===== src/rtl/uart_alu_interface_if.sv =====
// Bus between the UART receiver/transmitter, the ALU and the frame collector.
// The collector itself uses the slave side; the surrounding UART/ALU logic
// (or a test environment) uses the master side.
interface uart_alu_interface_if #(
    parameter int N   = 8,
    parameter int OPW = 6
);
    logic           rx_done_tick;
    logic [N-1:0]   rx_data;
    logic [N-1:0]   alu_result;
    logic           tx_done_tick;
    logic [N-1:0]   alu_a;
    logic [N-1:0]   alu_b;
    logic [OPW-1:0] alu_op;
    logic           tx_start;
    logic [N-1:0]   tx_data;
    logic           frame_err;
    logic           overrun;

    modport slave (
        input  rx_done_tick, rx_data, alu_result, tx_done_tick,
        output alu_a, alu_b, alu_op, tx_start, tx_data, frame_err, overrun
    );

    modport master (
        output rx_done_tick, rx_data, alu_result, tx_done_tick,
        input  alu_a, alu_b, alu_op, tx_start, tx_data, frame_err, overrun
    );
endinterface


===== src/rtl/uart_alu_interface.sv =====
// Frame collector between UART Rx and Tx: gathers operand A, operand B and
// opcode bytes, presents them to an external combinational ALU, latches the
// result and launches it on the transmitter. Partial frames are dropped when
// the gap between bytes reaches TIMEOUT cycles (TIMEOUT = 0 disables this).
//
//   state   | meaning
//   --------+-----------------------------------------------
//   WAIT_A  | idle, next byte is operand A, timer held at 0
//   WAIT_B  | A captured, waiting for operand B
//   WAIT_OP | B captured, waiting for opcode byte
//   EXEC    | one cycle for the ALU to settle, result latched
//   SEND    | tx_start high for this cycle only
//   WAIT_TX | waiting for tx_done_tick, tx_data held
module uart_alu_interface #(
    parameter int N       = 8,
    parameter int OPW     = 6,
    parameter int TIMEOUT = 50000
) (
    input logic               clk,
    input logic               reset,
    uart_alu_interface_if.slave bus
);

    // Timer only ever has to reach TIMEOUT-1, so it never wraps.
    localparam int TW   = (TIMEOUT > 1) ? $clog2(TIMEOUT) : 1;
    localparam int TLIM = (TIMEOUT > 0) ? TIMEOUT - 1 : 0;
    localparam logic [TW-1:0] TMAX = TW'(TLIM);

    typedef enum logic [5:0] {
        WAIT_A  = 6'b000001,
        WAIT_B  = 6'b000010,
        WAIT_OP = 6'b000100,
        EXEC    = 6'b001000,
        SEND    = 6'b010000,
        WAIT_TX = 6'b100000
    } state_t;

    state_t         state_q;
    logic [TW-1:0]  timer_q;
    logic [N-1:0]   alu_a_q;
    logic [N-1:0]   alu_b_q;
    logic [OPW-1:0] alu_op_q;
    logic [N-1:0]   tx_data_q;
    logic           tx_start_q;
    logic           frame_err_q;
    logic           overrun_q;

    logic timeout_hit;
    logic unused_rx_hi;

    // Expiry is only meaningful while a frame is partially collected.
    assign timeout_hit = (TIMEOUT != 0) && (timer_q == TMAX);

    // Opcode uses only the low OPW bits of the received byte.
    assign unused_rx_hi = ^bus.rx_data[N-1:OPW];

    // Frame sequencing, timeout timer and all registered outputs.
    always_ff @(posedge clk or negedge reset) begin
        if (!reset) begin
            state_q     <= WAIT_A;
            timer_q     <= '0;
            alu_a_q     <= '0;
            alu_b_q     <= '0;
            alu_op_q    <= '0;
            tx_data_q   <= '0;
            tx_start_q  <= 1'b0;
            frame_err_q <= 1'b0;
            overrun_q   <= 1'b0;
        end else begin
            tx_start_q  <= 1'b0;
            frame_err_q <= 1'b0;
            unique case (state_q)
                WAIT_A: begin
                    timer_q <= '0;
                    if (bus.rx_done_tick) begin
                        alu_a_q <= bus.rx_data;
                        state_q <= WAIT_B;
                    end
                end
                WAIT_B: begin
                    if (bus.rx_done_tick) begin
                        alu_b_q <= bus.rx_data;
                        timer_q <= '0;
                        state_q <= WAIT_OP;
                    end else if (timeout_hit) begin
                        timer_q     <= '0;
                        frame_err_q <= 1'b1;
                        state_q     <= WAIT_A;
                    end else if (TIMEOUT != 0) begin
                        timer_q <= timer_q + TW'(1);
                    end
                end
                WAIT_OP: begin
                    if (bus.rx_done_tick) begin
                        alu_op_q <= bus.rx_data[OPW-1:0];
                        timer_q  <= '0;
                        state_q  <= EXEC;
                    end else if (timeout_hit) begin
                        timer_q     <= '0;
                        frame_err_q <= 1'b1;
                        state_q     <= WAIT_A;
                    end else if (TIMEOUT != 0) begin
                        timer_q <= timer_q + TW'(1);
                    end
                end
                EXEC: begin
                    if (bus.rx_done_tick) overrun_q <= 1'b1;
                    tx_data_q  <= bus.alu_result;
                    tx_start_q <= 1'b1;
                    state_q    <= SEND;
                end
                SEND: begin
                    if (bus.rx_done_tick) overrun_q <= 1'b1;
                    state_q <= WAIT_TX;
                end
                WAIT_TX: begin
                    if (bus.rx_done_tick) overrun_q <= 1'b1;
                    if (bus.tx_done_tick) state_q <= WAIT_A;
                end
                default: begin
                    timer_q <= '0;
                    state_q <= WAIT_A;
                end
            endcase
        end
    end

    assign bus.alu_a     = alu_a_q;
    assign bus.alu_b     = alu_b_q;
    assign bus.alu_op    = alu_op_q;
    assign bus.tx_data   = tx_data_q;
    assign bus.tx_start  = tx_start_q;
    assign bus.frame_err = frame_err_q;
    assign bus.overrun   = overrun_q;

endmodule


===== src/flat_wrapper.sv =====
// flat-port wrapper written by rule: the top's interface ports become plain ports
module uart_alu_interface_flat 
#(
    parameter int N       = 8,
    parameter int OPW     = 6,
    parameter int TIMEOUT = 50000
)
  (clk, reset, bus_rx_done_tick, bus_rx_data, bus_alu_result, bus_tx_done_tick, bus_alu_a, bus_alu_b, bus_alu_op, bus_tx_start, bus_tx_data, bus_frame_err, bus_overrun);
  uart_alu_interface_if #(.N(N), .OPW(OPW)) bus_i ();
  input logic clk;
  input logic reset;
  input wire logic [$bits(bus_i.rx_done_tick)-1:0] bus_rx_done_tick;
  input wire logic [$bits(bus_i.rx_data)-1:0] bus_rx_data;
  input wire logic [$bits(bus_i.alu_result)-1:0] bus_alu_result;
  input wire logic [$bits(bus_i.tx_done_tick)-1:0] bus_tx_done_tick;
  output wire logic [$bits(bus_i.alu_a)-1:0] bus_alu_a;
  output wire logic [$bits(bus_i.alu_b)-1:0] bus_alu_b;
  output wire logic [$bits(bus_i.alu_op)-1:0] bus_alu_op;
  output wire logic [$bits(bus_i.tx_start)-1:0] bus_tx_start;
  output wire logic [$bits(bus_i.tx_data)-1:0] bus_tx_data;
  output wire logic [$bits(bus_i.frame_err)-1:0] bus_frame_err;
  output wire logic [$bits(bus_i.overrun)-1:0] bus_overrun;
  assign bus_i.rx_done_tick = bus_rx_done_tick;
  assign bus_i.rx_data = bus_rx_data;
  assign bus_i.alu_result = bus_alu_result;
  assign bus_i.tx_done_tick = bus_tx_done_tick;
  assign bus_alu_a = bus_i.alu_a;
  assign bus_alu_b = bus_i.alu_b;
  assign bus_alu_op = bus_i.alu_op;
  assign bus_tx_start = bus_i.tx_start;
  assign bus_tx_data = bus_i.tx_data;
  assign bus_frame_err = bus_i.frame_err;
  assign bus_overrun = bus_i.overrun;
  uart_alu_interface #(.N(N), .OPW(OPW), .TIMEOUT(TIMEOUT)) u_core (.clk(clk), .reset(reset), .bus(bus_i));
endmodule

===== config.mk =====
export PLATFORM = sky130hd
export DESIGN_NAME = uart_alu_interface_flat
export DESIGN_NICKNAME = d
export VERILOG_FILES = /design/src/rtl/uart_alu_interface_if.sv /design/src/rtl/uart_alu_interface.sv /design/src/flat_wrapper.sv
export SDC_FILE = /design/constraint.sdc
export NUM_CORES = 1
export LEC_CHECK = 0
export ABC_AREA = 1
export CAP_MARGIN = 20
export CORE_ASPECT_RATIO = 1.75
export CORE_UTILIZATION = 65
export DETAILED_ROUTE_END_ITERATION = 6
export DONT_BUFFER_PORTS = 1
export GPL_TIMING_DRIVEN = 0
export PLACE_DENSITY = 0.91
export REMOVE_ABC_BUFFERS = 1
export SLEW_MARGIN = 20
export SYNTH_ARGS = -nofsm -noshare
export SYNTH_HDL_FRONTEND = slang
export SYNTH_SLANG_ARGS = --single-unit

===== constraint.sdc =====
create_clock -name clk -period 3.8 [get_ports clk]
set_input_delay 0.19 -clock clk [delete_from_list [all_inputs] [get_ports clk]]
set_output_delay 0.19 -clock clk [all_outputs]
set_load 0.01 [all_outputs]

==> results.md <==
- Outcome: complete, no violations
- DR iter-0 viols: 73
- Post-Syn Area: 2604 µm²
- Buffers from clock root to sink, at most: 2
- CP cell instances: nor2_2 > nand3_1 > nand2_2 > nor2_8 > nand2_2 > o21ai_0 > nor2_1
- Ranking of synthesized cells by area: dfrtp_1 (52%), nand2_1 (14%), inv_1 (5.0%), o21ai_1 (4.6%), nand3_1 (4.4%)
- Cells after Synth: 322
- Total CTS buffers: 5
- Cell Area, Placed: 2629 µm²
- Slew Viols, Final: 0
- Fmax: 0.5152 GHz
- Placed cells: 364
- Critical path arrival: 2150 ps
- FF+latch area: 1378 µm²
- R2R Path End: u_core.timer_q[9]$_DFFE_PN0P_
- Worst vdd ir: 0.5498 mV
- Actual transition at the worst max-transition pin: 427.7 ps
- Gp weighted congestion: 0.9417
- Worst EP required: 4010 ps
- Core Util, Final: 73.69%
- Synth top area share: 51.90%
- Seq/Total Area, Yosys: 52.91%
- Worst Skew: 5.262 ps
- Synth Flop Type: dfrtp_1
- Syn Area/Cell: 8.086 µm²
- Final-report hold violation count: 0
- Antenna diodes: 0
- Initial Utilization: 67.35%
- WL final: 5455 µm
- HP Class: input port to register
- Number of detailed-route iterations in the first pass: 4
- Reg clk slew, reported paths: 100 ps
- Initial antenna violation count: 0
- Hold Crit Start: bus_rx_data[7]
- Worst rel slew slack: 71.41%
- TritonCTS clock tree: built
- Post-route cell area: 2849 µm²
- DR vias: 2189
- Setup Viol. Count Final: 0
- Area Growth Syn to Fin: 9.418%
- Count of input and output buffers: 0
- Wire per inst: 14.28 µm
- Crit path top cell by count: nand2_2
- Final hold slack: 31.54 ps
- Post-synthesis register bit count: 55
- Nets: 354
- CP Class: register to register
- Filler cells: 265
- Clk_lat worst skew: 310 ps
- Post_cts resized: 0
- Ports: 53
- H-tree Lvls: 2
- Clock period minus worst slack: 1941 ps
- Share of cells above drive strength 1: 8.383%
- Max_cap viols: 0
- Drt drc: 0
- Multi-input gate area: 1037 µm²
- Post-CTS Setup Bufs: 0
- Vias in the first global route: 2199
- Post-synth cell types: 27
- Setup Total Neg Slack: 0 ps
- Critical path launch point type: register
- Post-synth EDFFs: 0
- LEAKAGE: 1.361 nW
- Pwr Density: 561.1 nW/µm²
- Reg2Reg Launch Point: u_core.state_q[0]$_DFFE_PN1P_
- Die area: 4273 µm²
- Die width: 49.85 µm
- Asr flop ratio synth: 100.0%
- Count leader, synth: nand2_1
- Endpoint, Worst Hold: u_core.bus.alu_a[7]$_DFFE_PN0P_
- Post-synth top cells: nand2_1 (97), dfrtp_1 (54), inv_1 (35)
- Area of the core: 3866 µm²
- Worst R2R Setup Slack: 1860 ps
- Crit path launch: u_core.state_q[0]$_DFFE_PN1P_
- Worst setup EP type: register
- CP Max Fanout: 19
- GR Overflow Total: 0
- Cells on worst reg2reg path: 7
- Final HPWL DP: 3908 µm
- RSZ-0062 raised after global routing: no
- Total clock sinks: 55
- Gr usage total: 29.14%
- Chip height: 85.73 µm
- Synthesis warning total: 0
- Vias/cell: 5.730
- Period utilization: 51.07%
- Largest net degree at the start of global routing: 56
- Cell count of the worst hold path: 2
- Non-Filler Instances: 382
- CP max stage delay: 570 ps
- Largest area contributor in the netlist: dfrtp_1
- Critical path's slowest cell: dfstp_2
- ANT nets after route: 0
- Root buffer cell: clkbuf_8
- First-pass GRT wire length: 9335 µm
- Row count: 30
[area by class of cell]
class                   instances  share of cell area [%]
clock buffers                   6                   2.899
clock inverters                 2                  0.7027
inverters                      41                   5.402
multi-input cells             220                   36.41
flip-flops and latches         55                   48.35
well taps                      48                   2.108
repair buffers                 10                   4.128
[logic make-up after synthesis]
family                   after synthesis  share of synthesized area (%)
adder cells (fa/ha/maj)                1                         0.4805
buffers and inverters                 47                          7.256
AO/OA/AOI/OAI                         40                          7.929
XOR/XNOR                               1                         0.3364
AND/OR/NAND/NOR                      178                          31.09
flip-flops                            55                          52.91
[worst max-delay path by stage]
stage                                                 to  slack, ps  cells past startpoint
after floorplan            u_core.timer_q[9]$_DFFE_PN0P_       2210                      7
final                      u_core.timer_q[9]$_DFFE_PN0P_       1860                      7
after global routing      u_core.timer_q[15]$_DFFE_PN0P_       1690                      8
after detailed placement   u_core.timer_q[9]$_DFFE_PN0P_       1850                      7
after CTS                  u_core.timer_q[9]$_DFFE_PN0P_       1840                      7
after global placement     u_core.timer_q[7]$_DFFE_PN0P_       1920                      7
[stage by stage]
stage | setup WS, ps | power [W]
floorplan | 2214 | 0.001147
global placement | 1922 | 0.001210
detailed placement | 1846 | 0.001231
CTS | 1845 | 0.001607
global route | 1689 | 0.001688
finish | 1859 | 0.001598
[placed cells by master, fill, tap and decap left out]
cell type | netlist | routed
dfstp_2 | 1 | 1
nor2_2 | 3 | 3
ha_1 | 1 | 1
o21ai_1 | 24 | 24
a21oi_1 | 7 | 7
clkinv_1 | 2 | 2
nand4_1 | 12 | 12
dlygate4sd3_1 | 0 | 9
inv_1 | 35 | 35
buf_16 | 0 | 1
nand2_1 | 97 | 97
dfrtp_1 | 54 | 54
nor3_2 | 2 | 2
o21ai_0 | 7 | 7
a21oi_2 | 1 | 1
xor2_1 | 1 | 1
clkbuf_8 | 0 | 6
nor2_4 | 3 | 3
nand3_2 | 1 | 1
nand3_1 | 23 | 23
o21bai_1 | 1 | 1
inv_8 | 0 | 1
nor3_1 | 3 | 3
nor2_1 | 30 | 30
nor2_8 | 1 | 1
nand2_2 | 2 | 2
clkinv_4 | 0 | 1
inv_2 | 4 | 4
nand4_2 | 1 | 1
[power by group]
group	internal [W]	switching [W]
logic	0.000116	0.000195
clock network	0.000154	0.000198
registers	0.000747	0.000189
[sequential cells by signal (all words and copies together), names as in the netlist]
name	cells
u_core.bus.overrun	1
u_core.bus.tx_data	8
u_core.bus.frame_err	1
u_core.timer_q	16
u_core.bus.alu_op	6
u_core.state_q	6
u_core.bus.tx_start	1
u_core.bus.alu_a	8
u_core.bus.alu_b	8
[critical path, delay by kind of cell, from the launching register on]
family,cells,cell delay (ps)
AOI/OAI and AO/OA,1,130
and+or+nand+nor,6,1130
DFF,1,570
[layer usage]
layer	routed length, µm	GRT usage, %	vias up
met2	2958	50.49	86
met1	2009	31.38	1031
met5	0	0	-
li1	-	-	1048
met3	240	4.965	24
met4	246	20.52	0
[repair_timing]
item | CTS | global route
endpoints found under the setup margin | 0 | 0
hold endpoints to repair | 63 | 0
hold buffers | 10 | 0
Power figures use the tool's default switching activity.
